## config.mk

```make
export PLATFORM = sky130hd
export DESIGN_NAME = posit_shift_sched_flat
export DESIGN_NICKNAME = d
export VERILOG_FILES = /design/src/rtl/posit_shift_sched_if.sv /design/src/rtl/posit_shift_sched.sv /design/src/flat_wrapper.sv
export SDC_FILE = /design/constraint.sdc
export NUM_CORES = 1
export LEC_CHECK = 0
export BUFFER_PORTS_ARGS = -buffer_cell sky130_fd_sc_hd__buf_2
export CAP_MARGIN = 15
export CORE_UTILIZATION = 53
export DETAILED_ROUTE_END_ITERATION = 7
export GPL_TIMING_DRIVEN = 0
export MAX_ROUTING_LAYER = met4
export PLACE_DENSITY = 0.77
export SLEW_MARGIN = 20
export SYNTH_ARGS = -nofsm -noshare
export SYNTH_HDL_FRONTEND = slang
export SYNTH_SLANG_ARGS = --single-unit
```

## constraint.sdc

```tcl
create_clock -name clk -period 2.4 [get_ports clk]
set_input_delay 0.48 -clock clk [delete_from_list [all_inputs] [get_ports clk]]
set_output_delay 0.48 -clock clk [all_outputs]
set_load 0.02 [all_outputs]
```

## src/rtl/posit_shift_sched_if.sv

```systemverilog
// Request/result bundle for posit_shift_sched: two valid/ready requesters and one result port.
// Grant counters exist only when POSIT_SHIFT_GRANT_CNT_EN is defined.
interface posit_shift_sched_if #(
  parameter int DW    = 32,
  parameter int CNT_W = 16
);
  typedef logic [CNT_W-1:0] gcnt_t;

  logic          a_valid;
  logic          a_ready;
  logic [DW-1:0] a_data;
  logic [1:0]    a_mode;
  logic [19:0]   a_cnt;
  logic          b_valid;
  logic          b_ready;
  logic [DW-1:0] b_data;
  logic [1:0]    b_mode;
  logic [19:0]   b_cnt;
  logic          out_valid;
  logic          out_ready;
  logic [DW-1:0] out_data;
  logic          out_src;
  logic [1:0]    out_mode;
  logic          out_err;
`ifdef POSIT_SHIFT_GRANT_CNT_EN
  gcnt_t         a_gcnt;
  gcnt_t         b_gcnt;

  modport slave (
    input  a_valid, a_data, a_mode, a_cnt, b_valid, b_data, b_mode, b_cnt, out_ready,
    output a_ready, b_ready, out_valid, out_data, out_src, out_mode, out_err, a_gcnt, b_gcnt
  );
  modport master (
    output a_valid, a_data, a_mode, a_cnt, b_valid, b_data, b_mode, b_cnt, out_ready,
    input  a_ready, b_ready, out_valid, out_data, out_src, out_mode, out_err, a_gcnt, b_gcnt
  );
`else
  modport slave (
    input  a_valid, a_data, a_mode, a_cnt, b_valid, b_data, b_mode, b_cnt, out_ready,
    output a_ready, b_ready, out_valid, out_data, out_src, out_mode, out_err
  );
  modport master (
    output a_valid, a_data, a_mode, a_cnt, b_valid, b_data, b_mode, b_cnt, out_ready,
    input  a_ready, b_ready, out_valid, out_data, out_src, out_mode, out_err
  );
`endif
endinterface

```

## src/rtl/posit_shift_sched.sv

```systemverilog
// Round-robin scheduler sharing one packed-lane posit left shifter between operand paths A and B.
// Optional per-requester grant counters are enabled by defining POSIT_SHIFT_GRANT_CNT_EN.
module posit_shift_sched #(
  parameter int DW    = 32,
  parameter int CNT_W = 16
) (
  input logic                clk,
  input logic                rst,
  posit_shift_sched_if.slave bus
);
  if (DW != 32 || CNT_W < 1) begin : g_param_check
    $error("posit_shift_sched: DW must be 32 and CNT_W must be positive");
  end

  logic          s1_valid_q, s1_valid_d;
  logic [DW-1:0] s1_data_q, s1_data_d;
  logic [1:0]    s1_mode_q, s1_mode_d;
  logic [19:0]   s1_cnt_q, s1_cnt_d;
  logic          s1_src_q, s1_src_d;
  logic          out_valid_q, out_valid_d;
  logic [DW-1:0] out_data_q, out_data_d;
  logic          out_src_q, out_src_d;
  logic [1:0]    out_mode_q, out_mode_d;
  logic          out_err_q, out_err_d;
  logic          pri_q, pri_d;

  logic          s2_load, s1_open, grant_a, grant_b, accept_a, accept_b;
  logic [DW-1:0] shift_res;
  logic          shift_err;

  // Applied shift is count+1 so the regime terminator bit is dropped too.
  always_comb begin
    shift_res = '0;
    case (s1_mode_q)
      2'b00: begin
        for (int i = 0; i < 4; i++) begin
          shift_res[8*i +: 8] = s1_data_q[8*i +: 8] << ({2'b00, s1_cnt_q[5*i +: 4]} + 6'd1);
        end
      end
      2'b01: begin
        shift_res[15:0]  = s1_data_q[15:0]  << ({1'b0, s1_cnt_q[4:0]} + 6'd1);
        shift_res[31:16] = s1_data_q[31:16] << ({1'b0, s1_cnt_q[9:5]} + 6'd1);
      end
      default: shift_res = s1_data_q << ({1'b0, s1_cnt_q[4:0]} + 6'd1);
    endcase
    shift_err = (s1_mode_q == 2'b11) ||
                ((s1_mode_q == 2'b00) &&
                 (s1_cnt_q[4] || s1_cnt_q[9] || s1_cnt_q[14] || s1_cnt_q[19]));
  end

  always_comb begin
    s2_load  = s1_valid_q && (!out_valid_q || bus.out_ready);
    s1_open  = !rst && (!s1_valid_q || s2_load);
    grant_b  = bus.b_valid && (!bus.a_valid || pri_q);
    grant_a  = bus.a_valid && !grant_b;
    accept_a = grant_a && s1_open;
    accept_b = grant_b && s1_open;

    s1_valid_d = s1_valid_q;
    s1_data_d  = s1_data_q;
    s1_mode_d  = s1_mode_q;
    s1_cnt_d   = s1_cnt_q;
    s1_src_d   = s1_src_q;
    if (accept_a || accept_b) begin
      s1_valid_d = 1'b1;
      s1_data_d  = accept_b ? bus.b_data : bus.a_data;
      s1_mode_d  = accept_b ? bus.b_mode : bus.a_mode;
      s1_cnt_d   = accept_b ? bus.b_cnt  : bus.a_cnt;
      s1_src_d   = accept_b;
    end else if (s2_load) begin
      s1_valid_d = 1'b0;
    end

    out_valid_d = out_valid_q && !bus.out_ready;
    out_data_d  = out_data_q;
    out_src_d   = out_src_q;
    out_mode_d  = out_mode_q;
    out_err_d   = out_err_q;
    if (s2_load) begin
      out_valid_d = 1'b1;
      out_data_d  = shift_res;
      out_src_d   = s1_src_q;
      out_mode_d  = s1_mode_q;
      out_err_d   = shift_err;
    end

    pri_d = accept_a || (pri_q && !accept_b);
  end

  always_ff @(posedge clk) begin
    if (rst) begin
      s1_valid_q  <= 1'b0;
      s1_data_q   <= '0;
      s1_mode_q   <= '0;
      s1_cnt_q    <= '0;
      s1_src_q    <= 1'b0;
      out_valid_q <= 1'b0;
      out_data_q  <= '0;
      out_src_q   <= 1'b0;
      out_mode_q  <= '0;
      out_err_q   <= 1'b0;
      pri_q       <= 1'b0;
    end else begin
      s1_valid_q  <= s1_valid_d;
      s1_data_q   <= s1_data_d;
      s1_mode_q   <= s1_mode_d;
      s1_cnt_q    <= s1_cnt_d;
      s1_src_q    <= s1_src_d;
      out_valid_q <= out_valid_d;
      out_data_q  <= out_data_d;
      out_src_q   <= out_src_d;
      out_mode_q  <= out_mode_d;
      out_err_q   <= out_err_d;
      pri_q       <= pri_d;
    end
  end

  assign bus.a_ready   = accept_a;
  assign bus.b_ready   = accept_b;
  assign bus.out_valid = out_valid_q;
  assign bus.out_data  = out_data_q;
  assign bus.out_src   = out_src_q;
  assign bus.out_mode  = out_mode_q;
  assign bus.out_err   = out_err_q;

`ifdef POSIT_SHIFT_GRANT_CNT_EN
  logic [CNT_W-1:0] a_gcnt_q, a_gcnt_d, b_gcnt_q, b_gcnt_d;

  always_comb begin
    a_gcnt_d = a_gcnt_q;
    b_gcnt_d = b_gcnt_q;
    if (accept_a && (a_gcnt_q != '1)) a_gcnt_d = a_gcnt_q + 1'b1;
    if (accept_b && (b_gcnt_q != '1)) b_gcnt_d = b_gcnt_q + 1'b1;
  end

  always_ff @(posedge clk) begin
    if (rst) begin
      a_gcnt_q <= '0;
      b_gcnt_q <= '0;
    end else begin
      a_gcnt_q <= a_gcnt_d;
      b_gcnt_q <= b_gcnt_d;
    end
  end

  assign bus.a_gcnt = a_gcnt_q;
  assign bus.b_gcnt = b_gcnt_q;
`endif
endmodule

```

## src/flat_wrapper.sv

```systemverilog
// flat-port wrapper written by rule: the top's interface ports become plain ports
module posit_shift_sched_flat 
#(
  parameter int DW    = 32,
  parameter int CNT_W = 16
)
  (clk, rst, bus_a_valid, bus_a_data, bus_a_mode, bus_a_cnt, bus_b_valid, bus_b_data, bus_b_mode, bus_b_cnt, bus_out_ready, bus_a_ready, bus_b_ready, bus_out_valid, bus_out_data, bus_out_src, bus_out_mode, bus_out_err);
  posit_shift_sched_if #(.DW(DW), .CNT_W(CNT_W)) bus_i ();
  input logic clk;
  input logic rst;
  input wire logic [$bits(bus_i.a_valid)-1:0] bus_a_valid;
  input wire logic [$bits(bus_i.a_data)-1:0] bus_a_data;
  input wire logic [$bits(bus_i.a_mode)-1:0] bus_a_mode;
  input wire logic [$bits(bus_i.a_cnt)-1:0] bus_a_cnt;
  input wire logic [$bits(bus_i.b_valid)-1:0] bus_b_valid;
  input wire logic [$bits(bus_i.b_data)-1:0] bus_b_data;
  input wire logic [$bits(bus_i.b_mode)-1:0] bus_b_mode;
  input wire logic [$bits(bus_i.b_cnt)-1:0] bus_b_cnt;
  input wire logic [$bits(bus_i.out_ready)-1:0] bus_out_ready;
  output wire logic [$bits(bus_i.a_ready)-1:0] bus_a_ready;
  output wire logic [$bits(bus_i.b_ready)-1:0] bus_b_ready;
  output wire logic [$bits(bus_i.out_valid)-1:0] bus_out_valid;
  output wire logic [$bits(bus_i.out_data)-1:0] bus_out_data;
  output wire logic [$bits(bus_i.out_src)-1:0] bus_out_src;
  output wire logic [$bits(bus_i.out_mode)-1:0] bus_out_mode;
  output wire logic [$bits(bus_i.out_err)-1:0] bus_out_err;
  assign bus_i.a_valid = bus_a_valid;
  assign bus_i.a_data = bus_a_data;
  assign bus_i.a_mode = bus_a_mode;
  assign bus_i.a_cnt = bus_a_cnt;
  assign bus_i.b_valid = bus_b_valid;
  assign bus_i.b_data = bus_b_data;
  assign bus_i.b_mode = bus_b_mode;
  assign bus_i.b_cnt = bus_b_cnt;
  assign bus_i.out_ready = bus_out_ready;
  assign bus_a_ready = bus_i.a_ready;
  assign bus_b_ready = bus_i.b_ready;
  assign bus_out_valid = bus_i.out_valid;
  assign bus_out_data = bus_i.out_data;
  assign bus_out_src = bus_i.out_src;
  assign bus_out_mode = bus_i.out_mode;
  assign bus_out_err = bus_i.out_err;
  posit_shift_sched #(.DW(DW), .CNT_W(CNT_W)) u_core (.clk(clk), .rst(rst), .bus(bus_i));
endmodule
```

==> reports/summary.txt, run 1 <==
critical-path maximum fanout - 10
critical path cell sequence - ha_1, clkbuf_2, buf_2, nand2_1, o32ai_1, a32oi_1, a211oi_1
area of the multi-input gates - 0.005557 mm²
min Tclk post-route - 2.383 ns
commonest non-fill, non-tap cell in the layout - buf_2
cell taking the most area after synthesis - dfxtp_1
Synth Area in Compound Gates - 0.2211
sequential fraction of the synthesis area - 0.2478
largest net degree at the start of global routing - 18
post-synthesis register bit count - 94
Unique masters post-synth - 73
PD cells - 580.6 mW/mm²
CP required - 2.68 ns
hold crit path type - in2reg
Synth Instances - 950
Leak - 3.625 nW
Post-Synth Simple-Gate Area - 0.2340
hold path cells - 3
largest cells by area after synthesis - dfxtp_1, mux4_2, mux2i_1
Clock Latency Late Sink - 0.36 ns
Initial Util - 0.5449
fin. max-slew vios - 0
deepest clock path buffer count - 2
I/O Buffers - 150
post-synth design cell area - 0.007594 mm²
unrepaired setup endpoints after global routing - yes
H-Tree Level Count - 3
clock skew - 0.007787 ns
fmax - 419.7 MHz
Area Overhead vs Synth - 24.53%
Final TNS setup - 0 ns
share of cells above drive strength 1 - 0.3045
dpl cell area - 0.008569 mm²
register area - 0.001887 mm²
WS Path Type - reg2reg
Post-Synth Adder-Cell Area - 0.006591
Final nets - 1245
fin area - 0.009457 mm²
hpwl dp - 22.99 mm
setup violators final - 0
R2R depth - 7
DRT Pass-1 Iters - 8
Cell Rows - 43
die area - 0.01481 mm²
proportion of synthesized area in mux cells - 0.2073
Critical Path AT - 2.66 ns
slowest CP cell - o32ai_1
Post-Route WL - 30.25 mm
drt wl/cell - 23.04 µm
ys async rst share - 0
Synth Net Count - 1067
syn_area_per_cell - 7.993 µm²
CTS sink count - 94
Core Area - 0.01393 mm²
vias in the first global route - 7870
Remaining Overflow, GRT - 0
max cap viols - 0
Slew headroom - 0.4836
largest family of logic cells by synthesized area - simple AND/OR/NAND/NOR gates
maximum VDD drop - 0.3602 mV
Yosys top cell area share - 0.2478
DRC - 0
Post-Synth XOR/XNOR Area - 0.01977
Vias/cell - 6.643
Clock transition at path regs - 0.07 ns
Die X-Extent - 121.7 µm
Final Hold Violating Endpoints - 0
Fin Hold WS - 0.3974 ns
initial antenna violation count - 0
first-pass GRT wire length - 45.67 mm
most frequent cells in the layout - buf_2, nand2_1, nor2_1
drt initial violations - 1213
Synth Warn # - 0
EDFF count, synth - 0
status - finished, final reports clean
Fill cells - 1211
CTS Root Buffer Type - clkbuf_16
antenna cells - 0
die height - 121.7 µm
ratio of final minimum period to clock period - 0.9928
startpoint class of the critical path - register
cts bufs inserted - 9
endpoint class of the critical path - register
Max stage delay on crit path - 0.45 ns
CTS tree - built
Post-synth top flop - dfxtp_1
Worst Tran Pin Value - 0.7746 ns
IO Pins - 152
via count - 8722
DRT antenna net count - 0
Global Route Usage Sum - 0.4273
GPL Wtd Cong - 1.053
## through the flow
step | worst slack (ns) | utilization | cells | total power, mW
6_report | 0.01739 | 0.6786 | 1313 | 5.490
5_1_grt | -0.06177 | 0.6786 | 1313 | 5.682
4_1_cts | 0.0003295 | 0.6606 | 1305 | 5.310
3_5_place_dp | -0.6289 | 0.6150 | 1280 | 3.677
3_3_place_gp | -0.5880 | 0.6150 | 1280 | 3.668
2_1_floorplan | 0.1527 | - | 950 | 3.053
## critical path, delay by kind of cell, from the launching register on
family / cells / cell delay [ns]
compound gates: 3 / 0.95
buf+inv: 2 / 0.57
flops: 1 / 0.34
fa+ha+maj: 1 / 0.33
simple gates: 1 / 0.12
## power by group
group / total (mW) / switching (mW) / internal, mW / leakage, nW
combinational: 2.12 / 1.26 / 0.858 / 2.70
clock: 1.54 / 0.683 / 0.853 / 0.152
sequential: 1.84 / 0.155 / 1.68 / 0.775
total: 5.49 / 2.10 / 3.39 / 3.62
## final cells by class
cell class | count | area share
multi-input combinational | 749 | 0.5876
sequential | 94 | 0.1995
timing repair buffer | 171 | 0.09685
buffer | 95 | 0.05531
clock buffer | 10 | 0.02527
tap | 180 | 0.02382
clock inverter | 6 | 0.008468
inverter | 8 | 0.003175
## cells by family after synthesis
logic type               Yosys count
AO/OA/AOI/OAI                    226
XOR/XNOR                           9
adder cells (fa/ha/maj)            4
buffers and inverters            107
flip-flops                        94
multiplexers                     110
AND/OR/NAND/NOR                  400
## registers in the layout (all words and copies together) (netlist names)
register and cells:
u_core.s1_src_q 1, u_core.bus.out_data 32, u_core.s1_valid_q 1, u_core.s1_data_q 32
u_core.s1_mode_q 2, u_core.bus.out_mode 2, u_core.bus.out_err 1, u_core.pri_q 1
u_core.bus.out_src 1, u_core.bus.out_valid 1, u_core.s1_cnt_q 20
## path summary, 6_finish.rpt
path / start / end / slack, ns
worst max-delay path: u_core.s1_cnt_q[5]$_SDFFE_PP0P_ / u_core.bus.out_data[13]$_SDFFE_PP0P_ / 0.02
worst min-delay path: bus_b_cnt[19] / u_core.s1_cnt_q[19]$_SDFFE_PP0P_ / 0.40
worst max register to register: u_core.s1_cnt_q[5]$_SDFFE_PP0P_ / u_core.bus.out_data[13]$_SDFFE_PP0P_ / 0.02
worst min register to register: u_core.bus.out_data[1]$_SDFFE_PP0P_ / u_core.bus.out_data[1]$_SDFFE_PP0P_ / 0.45
## synthesized netlist by cell type (18+ instances only)
| cell type | number |
|---|---|
| o21ai_0 | 28 |
| nand2_1 | 129 |
| mux2i_1 | 59 |
| dfxtp_1 | 94 |
| a211oi_1 | 18 |
| nor3_1 | 25 |
| clkbuf_1 | 61 |
| a311oi_1 | 64 |
| buf_2 | 22 |
| nand3_1 | 68 |
| a21oi_1 | 28 |
| nor2_1 | 124 |
| mux4_2 | 35 |
## timing repair
item	CTS	global route
hold buffers	0	0
endpoints found under the hold margin	0	0
gates cloned	0	0
resized for setup	60	58
setup buffers	12	9
endpoints found under the setup margin	87	24
pin swaps	4	7
## layer usage
layer	part of all wire	global-route usage	routed length (µm)	vias up
li1	-	-	-	3946
met1	0.40	0.5683	12170	4045
met2	0.43	0.6058	13030	640
met3	0.12	0.1039	3580	91
met4	0.049	0.2029	1472	0
met5	0	-	0	-
Note: power is estimated with default switching activity, not from simulation.
==> run 2, diff against run 1 <==
--- a/config.mk
+++ b/config.mk
@@ -9,7 +9,7 @@
 export CAP_MARGIN = 15
 export CORE_UTILIZATION = 53
 export DETAILED_ROUTE_END_ITERATION = 7
-export GPL_TIMING_DRIVEN = 0
+export GPL_ROUTABILITY_DRIVEN = 0
 export MAX_ROUTING_LAYER = met4
 export PLACE_DENSITY = 0.77
 export SLEW_MARGIN = 20
==> reports/summary.txt, run 2 (same netlist as run 1, synthesis figures left out) <==
status - finished with violations
startpoint class of the critical path - register
largest net degree at the start of global routing - 91 (+73)
share of cells above drive strength 1 - 0.3004 (-0.004138)
WS Path Type - reg2reg
via count - 8509 (-2.4%)
Cell Rows - 43 (unchanged)
Critical R2R Launch - u_core.s1_cnt_q[5]$_SDFFE_PP0P_
final core area utilization - 0.6641 (-0.01455)
final worst setup slack - 0.08185 ns (+0.06446 ns)
failing checks - DRC
Worst Tran Pin Value - 0.6370 ns (-0.1375 ns)
Clock transition at path regs - 0.07 ns (about the same)
min Tclk post-route - 2.318 ns (-0.06446 ns)
drt initial violations - 1116 (-8.0%)
endpoint class of the critical path - register
CP required - 2.67 ns (about the same)
slowest CP cell - dfxtp_1
fin area - 0.009254 mm² (-2.1%)
H-Tree Level Count - 3 (unchanged)
drt wl/cell - 20.30 µm (-12%)
worst slack, placed - -0.05166 ns (+0.5772 ns)
Top cell by count, worst path - nand3_1
hold crit path type - in2reg
Fin Hold WS - 0.3936 ns (-0.003768 ns)
setup violators final - 0 (unchanged)
hpwl dp - 19.49 mm (-15%)
Worst Path Buf+Inv - 2 (unchanged)
die area - 0.01481 mm² (unchanged)
fin. max-slew vios - 0 (unchanged)
CTS tree - built
critical path cell sequence - buf_12, nand3_1, xor2_1, buf_4, nand3_1, a21oi_1, nor2_1, a311oi_1
cts bufs inserted - 9 (unchanged)
maximum VDD drop - 0.4689 mV (+30%)
commonest non-fill, non-tap cell in the layout - buf_2
Leak - 3.675 nW (+1.4%)
critical-path maximum fanout - 29 (+19)
Area Overhead vs Synth - 21.87%
most frequent cells in the layout - buf_2, nand2_1, nor2_1
total power - 5.282 mW (-3.8%)
fmax - 431.4 MHz (+2.8%)
WHS Endpoint - u_core.s1_cnt_q[12]$_SDFFE_PP0P_
Global Route Usage Sum - 0.3717 (-0.05560)
max cap viols - 0 (unchanged)
Inst Count DP - 1264 (-1.3%)
Final TNS setup - 0 ns (unchanged)
unrepaired setup endpoints after global routing - no
hold path cells - 3 (unchanged)
Clock Latency Late Sink - 0.36 ns (about the same)
R2R depth - 8 (+1)
PD cells - 570.8 mW/mm² (-1.7%)
Final nets - 1214 (-2.5%)
die height - 121.7 µm (unchanged)
DRC - 6 (+6)
Die X-Extent - 121.7 µm (unchanged)
Final Non-Filler Cells - 1282 (-2.4%)
Vias/cell - 6.637 (about the same)
Remaining Overflow, GRT - 0 (unchanged)
Slew headroom - 0.5698 (+0.08614)
Core Area - 0.01393 mm² (unchanged)
Crit Reg-Reg Endpoint - u_core.bus.out_data[10]$_SDFFE_PP0P_
Max stage delay on crit path - 0.39 ns (-0.06 ns)
flop2flop setup slack - 0.08 ns (+0.06 ns)
initial antenna violation count - 0 (unchanged)
Post-CTS Hold Buffers - 0 (unchanged)
CTS sink count - 94 (unchanged)
Final Hold Violating Endpoints - 0 (unchanged)
first-pass GRT wire length - 40.86 mm (-11%)
DRT Pass-1 Iters - 8 (unchanged)
Post-Route WL - 26.03 mm (-14%)
DRT antenna net count - 0 (unchanged)
critical hold path startpoint - bus_b_cnt[12]
IO Pins - 152 (unchanged)
Critical Path AT - 2.59 ns (-0.07 ns)
ratio of final minimum period to clock period - 0.9659 (-0.02686)
Initial Util - 0.5449 (unchanged)
I/O Buffers - 151 (+0.67%)
clock skew - 0.008191 ns (+0.0004038 ns)
vias in the first global route - 7522 (-4.4%)
dpl cell area - 0.008843 mm² (+3.2%)
critical path's top delay family - compound AO/OA/AOI/OAI gates
antenna cells - 0 (unchanged)
CTS Root Buffer Type - clkbuf_16
deepest clock path buffer count - 2 (unchanged)
-- run 2: metal layers --
layer / track usage / share of wire
met1: 0.4944 / 0.41
met4: 0.1860 / 0.051
met5: - / 0
met2: 0.5178 / 0.41
met3: 0.09738 / 0.12
-- run 2: repair_timing --
action / 4_1_cts / 5_1_grt
resized for setup: 1 / 20
setup endpoints to repair: 5 / 24
buffers inserted: 0 / 2
gates cloned: 0 / 0
pin swaps: 0 / 2
-- run 2: tightest hold or removal path: stages --
cell and delay (ns):
buf_2 0.09, nor2_1 0.09, a311oi_1 0.05
-- run 2: area by class of cell --
cell class	count	area, µm²
multi-input cells	749	5335
fillers	1231	4681
flip-flops and latches	94	1884
repair buffers	235	1480
clock buffers	12	246.5
well taps	180	225.2
clock inverters	4	52.55
inverters	8	30.03
-- run 2: how the worst max path moves through the flow --
stage                                    startpoint                                    to  slack (ns)  cells past startpoint
floorplan           u_core.s1_cnt_q[1]$_SDFFE_PP0P_   u_core.bus.out_data[8]$_SDFFE_PP0P_        0.15                      8
global placement    u_core.s1_cnt_q[0]$_SDFFE_PP0P_  u_core.bus.out_data[30]$_SDFFE_PP0P_      -0.004                      6
detailed placement  u_core.s1_cnt_q[0]$_SDFFE_PP0P_  u_core.bus.out_data[30]$_SDFFE_PP0P_       -0.05                      6
CTS                 u_core.s1_cnt_q[0]$_SDFFE_PP0P_  u_core.bus.out_data[30]$_SDFFE_PP0P_       0.006                      7
global route        u_core.s1_cnt_q[5]$_SDFFE_PP0P_  u_core.bus.out_data[24]$_SDFFE_PP0P_       0.006                      8
finish              u_core.s1_cnt_q[5]$_SDFFE_PP0P_  u_core.bus.out_data[10]$_SDFFE_PP0P_        0.08                      8
-- run 2: power by group --
| part | switching (mW) | leakage [nW] | internal (mW) |
|---|---|---|---|
| Sequential | 0.193 | 0.775 | 1.68 |
| Clock | 0.644 | 0.148 | 0.843 |
| Combinational | 1.08 | 2.75 | 0.839 |
| Total | 1.92 | 3.68 | 3.37 |
==> run 3, diff against run 2 <==
--- a/config.mk
+++ b/config.mk
@@ -12,6 +12,7 @@
 export GPL_ROUTABILITY_DRIVEN = 0
 export MAX_ROUTING_LAYER = met4
 export PLACE_DENSITY = 0.77
+export SKIP_LAST_GASP = 1
 export SLEW_MARGIN = 20
 export SYNTH_ARGS = -nofsm -noshare
 export SYNTH_HDL_FRONTEND = slang
==> constraint.sdc (replaced) <==
create_clock -name clk -period 2.61 [get_ports clk]
set_input_delay 0.522 -clock clk [delete_from_list [all_inputs] [get_ports clk]]
set_output_delay 0.522 -clock clk [all_outputs]
set_load 0.02 [all_outputs]
==> reports/summary.txt, run 3 (same netlist as run 1, synthesis figures left out) <==
fin area - 0.009040 mm² (-2.3%)
Remaining Overflow, GRT - 0 (unchanged)
clock skew - 0.007309 ns (-0.0008822 ns)
CTS resizes - 0 (-1)
CP required - 2.87 ns (+0.20 ns)
R2R depth - 8 (unchanged)
most frequent cells in the layout - buf_2, nand2_1, nor2_1
CTS tree - built
Post-Route WL - 25.77 mm (-1.0%)
status - finished, final reports clean
worst slack, placed - 0.06092 ns (+0.1126 ns)
final worst setup slack - 0.1467 ns (+0.06483 ns)
critical-path maximum fanout - 33 (+14%)
# Post-CTS Setup Buffers - 0 (unchanged)
max cap viols - 0 (unchanged)
H-Tree Level Count - 3 (unchanged)
Flop pwr share - 0.349 (-0.006)
Cell Rows - 43 (unchanged)
die area - 0.01481 mm² (unchanged)
Clock Latency Late Sink - 0.36 ns (about the same)
Worst Tran Pin Value - 0.6800 ns (+0.04293 ns)
Initial Util - 0.5449 (unchanged)
Final Hold Violating Endpoints - 0 (unchanged)
Slew headroom - 0.5408 (-0.02899)
deepest clock path buffer count - 2 (unchanged)
fmax - 406.0 MHz (-5.9%)
Leak - 3.559 nW (-3.2%)
Die X-Extent - 121.7 µm (unchanged)
hpwl dp - 19.13 mm (-1.9%)
Area Overhead vs Synth - 19.05%
Final TNS setup - 0 ns (unchanged)
DRT antenna net count - 0 (unchanged)
WS Path Type - reg2reg
setup violators final - 0 (unchanged)
largest net degree at the start of global routing - 91 (unchanged)
Post-CTS Hold Buffers - 0 (unchanged)
startpoint class of the critical path - register
DRC - 0 (-6)
PD cells - 547.1 mW/mm² (-4.1%)
hold path cells - 3 (unchanged)
unrepaired setup endpoints after global routing - no
maximum VDD drop - 0.3211 mV (-32%)
Clock transition at path regs - 0.07 ns (about the same)
endpoint class of the critical path - register
hold crit path type - in2reg
antenna cells - 0 (unchanged)
first-pass GRT wire length - 40.85 mm (about the same)
drt initial violations - 1177 (+5.5%)
dpl cell area - 0.008681 mm² (-1.8%)
share of cells above drive strength 1 - 0.2796 (-0.02073)
Core Area - 0.01393 mm² (unchanged)
Global Route Usage Sum - 0.3709 (-0.0008804)
Pint - 3.203 mW (-4.8%)
CTS sink count - 94 (unchanged)
Vias/cell - 6.598 (-0.60%)
cts bufs inserted - 9 (unchanged)
Combinational Power Share - 0.339 (-0.024)
Net Sw Frac - 0.3523 (-0.01044)
drt wl/cell - 20.45 µm (+0.72%)
ratio of final minimum period to clock period - 0.9438 (-0.02210)
initial antenna violation count - 0 (unchanged)
via count - 8313 (-2.3%)
I/O Buffers - 151 (unchanged)
switching power total - 1.743 mW (-9.1%)
vias in the first global route - 7455 (-0.89%)
Final nets - 1192 (-1.8%)
Critical Path AT - 2.73 ns (+0.14 ns)
IO Pins - 152 (unchanged)
DRT Pass-1 Iters - 7 (-1)
fin. max-slew vios - 0 (unchanged)
die height - 121.7 µm (unchanged)
Clock power frac - 0.312 (+0.030)
min Tclk post-route - 2.463 ns (+0.1452 ns)
CTS Root Buffer Type - clkbuf_16
commonest non-fill, non-tap cell in the layout - buf_2
run 3: critical path, cell delays in order, from the launching register on:
cell and delay, ns:
dfxtp_2 0.36, buf_12 0.23, nand3_2 0.25, xor2_4 0.39, buf_4 0.27, nand2_1 0.26
o22ai_1 0.26, a211oi_1 0.08, a311oi_1 0.27
run 3: through the flow:
step                      cells  total power [mW]  hold WS (ns)  utilization
final                      1260             4.946        0.4408       0.6487
after CTS                  1260             4.887        0.4373       0.6477
after detailed placement   1244             3.359        0.4408       0.6230
after global placement     1244             3.330        0.4331       0.6230
after global routing       1260             5.148        0.4493       0.6487
after floorplan             950             2.808        0.4320            -
run 3: metal layers:
| metal | wire length, µm | vias up | track usage |
|---|---|---|---|
| li1 | - | 3838 | - |
| met1 | 10600 | 3800 | 0.5059 |
| met2 | 10680 | 569 | 0.5110 |
| met3 | 3314 | 106 | 0.09410 |
| met4 | 1177 | 0 | 0.1690 |
| met5 | 0 | - | - |
run 3: cell type report:
| cell class | instances | area [µm²] |
|---|---|---|
| Fill cell | 1201 | 4895 |
| Tap cell | 180 | 225.2 |
| Timing Repair Buffer | 213 | 1284 |
| Inverter | 8 | 30.03 |
| Sequential cell | 94 | 1883 |
| Multi-Input combinational cell | 749 | 5274 |
| Clock buffer | 10 | 229.0 |
| Clock inverter | 6 | 115.1 |
run 3: path summary, 6_finish.rpt:
check                                                             to                           startpoint  slack [ns]
worst max-delay path            u_core.bus.out_data[26]$_SDFFE_PP0P_      u_core.s1_cnt_q[0]$_SDFFE_PP0P_        0.15
worst min-delay path               u_core.s1_data_q[12]$_SDFFE_PP0P_                       bus_b_data[12]        0.44
worst max register to register  u_core.bus.out_data[26]$_SDFFE_PP0P_      u_core.s1_cnt_q[0]$_SDFFE_PP0P_        0.15
worst min register to register   u_core.bus.out_data[3]$_SDFFE_PP0P_  u_core.bus.out_data[3]$_SDFFE_PP0P_        0.45
run 3: power by group through the flow:
| stage | clock, mW | combinational, mW | sequential, mW |
|---|---|---|---|
| 2_1_floorplan | 0 | 1.11 | 1.70 |
| 3_3_place_gp | 0 | 1.59 | 1.74 |
| 3_5_place_dp | 0 | 1.61 | 1.75 |
| 4_1_cts | 1.55 | 1.62 | 1.71 |
| 5_1_grt | 1.62 | 1.79 | 1.74 |
| 6_report | 1.54 | 1.67 | 1.73 |
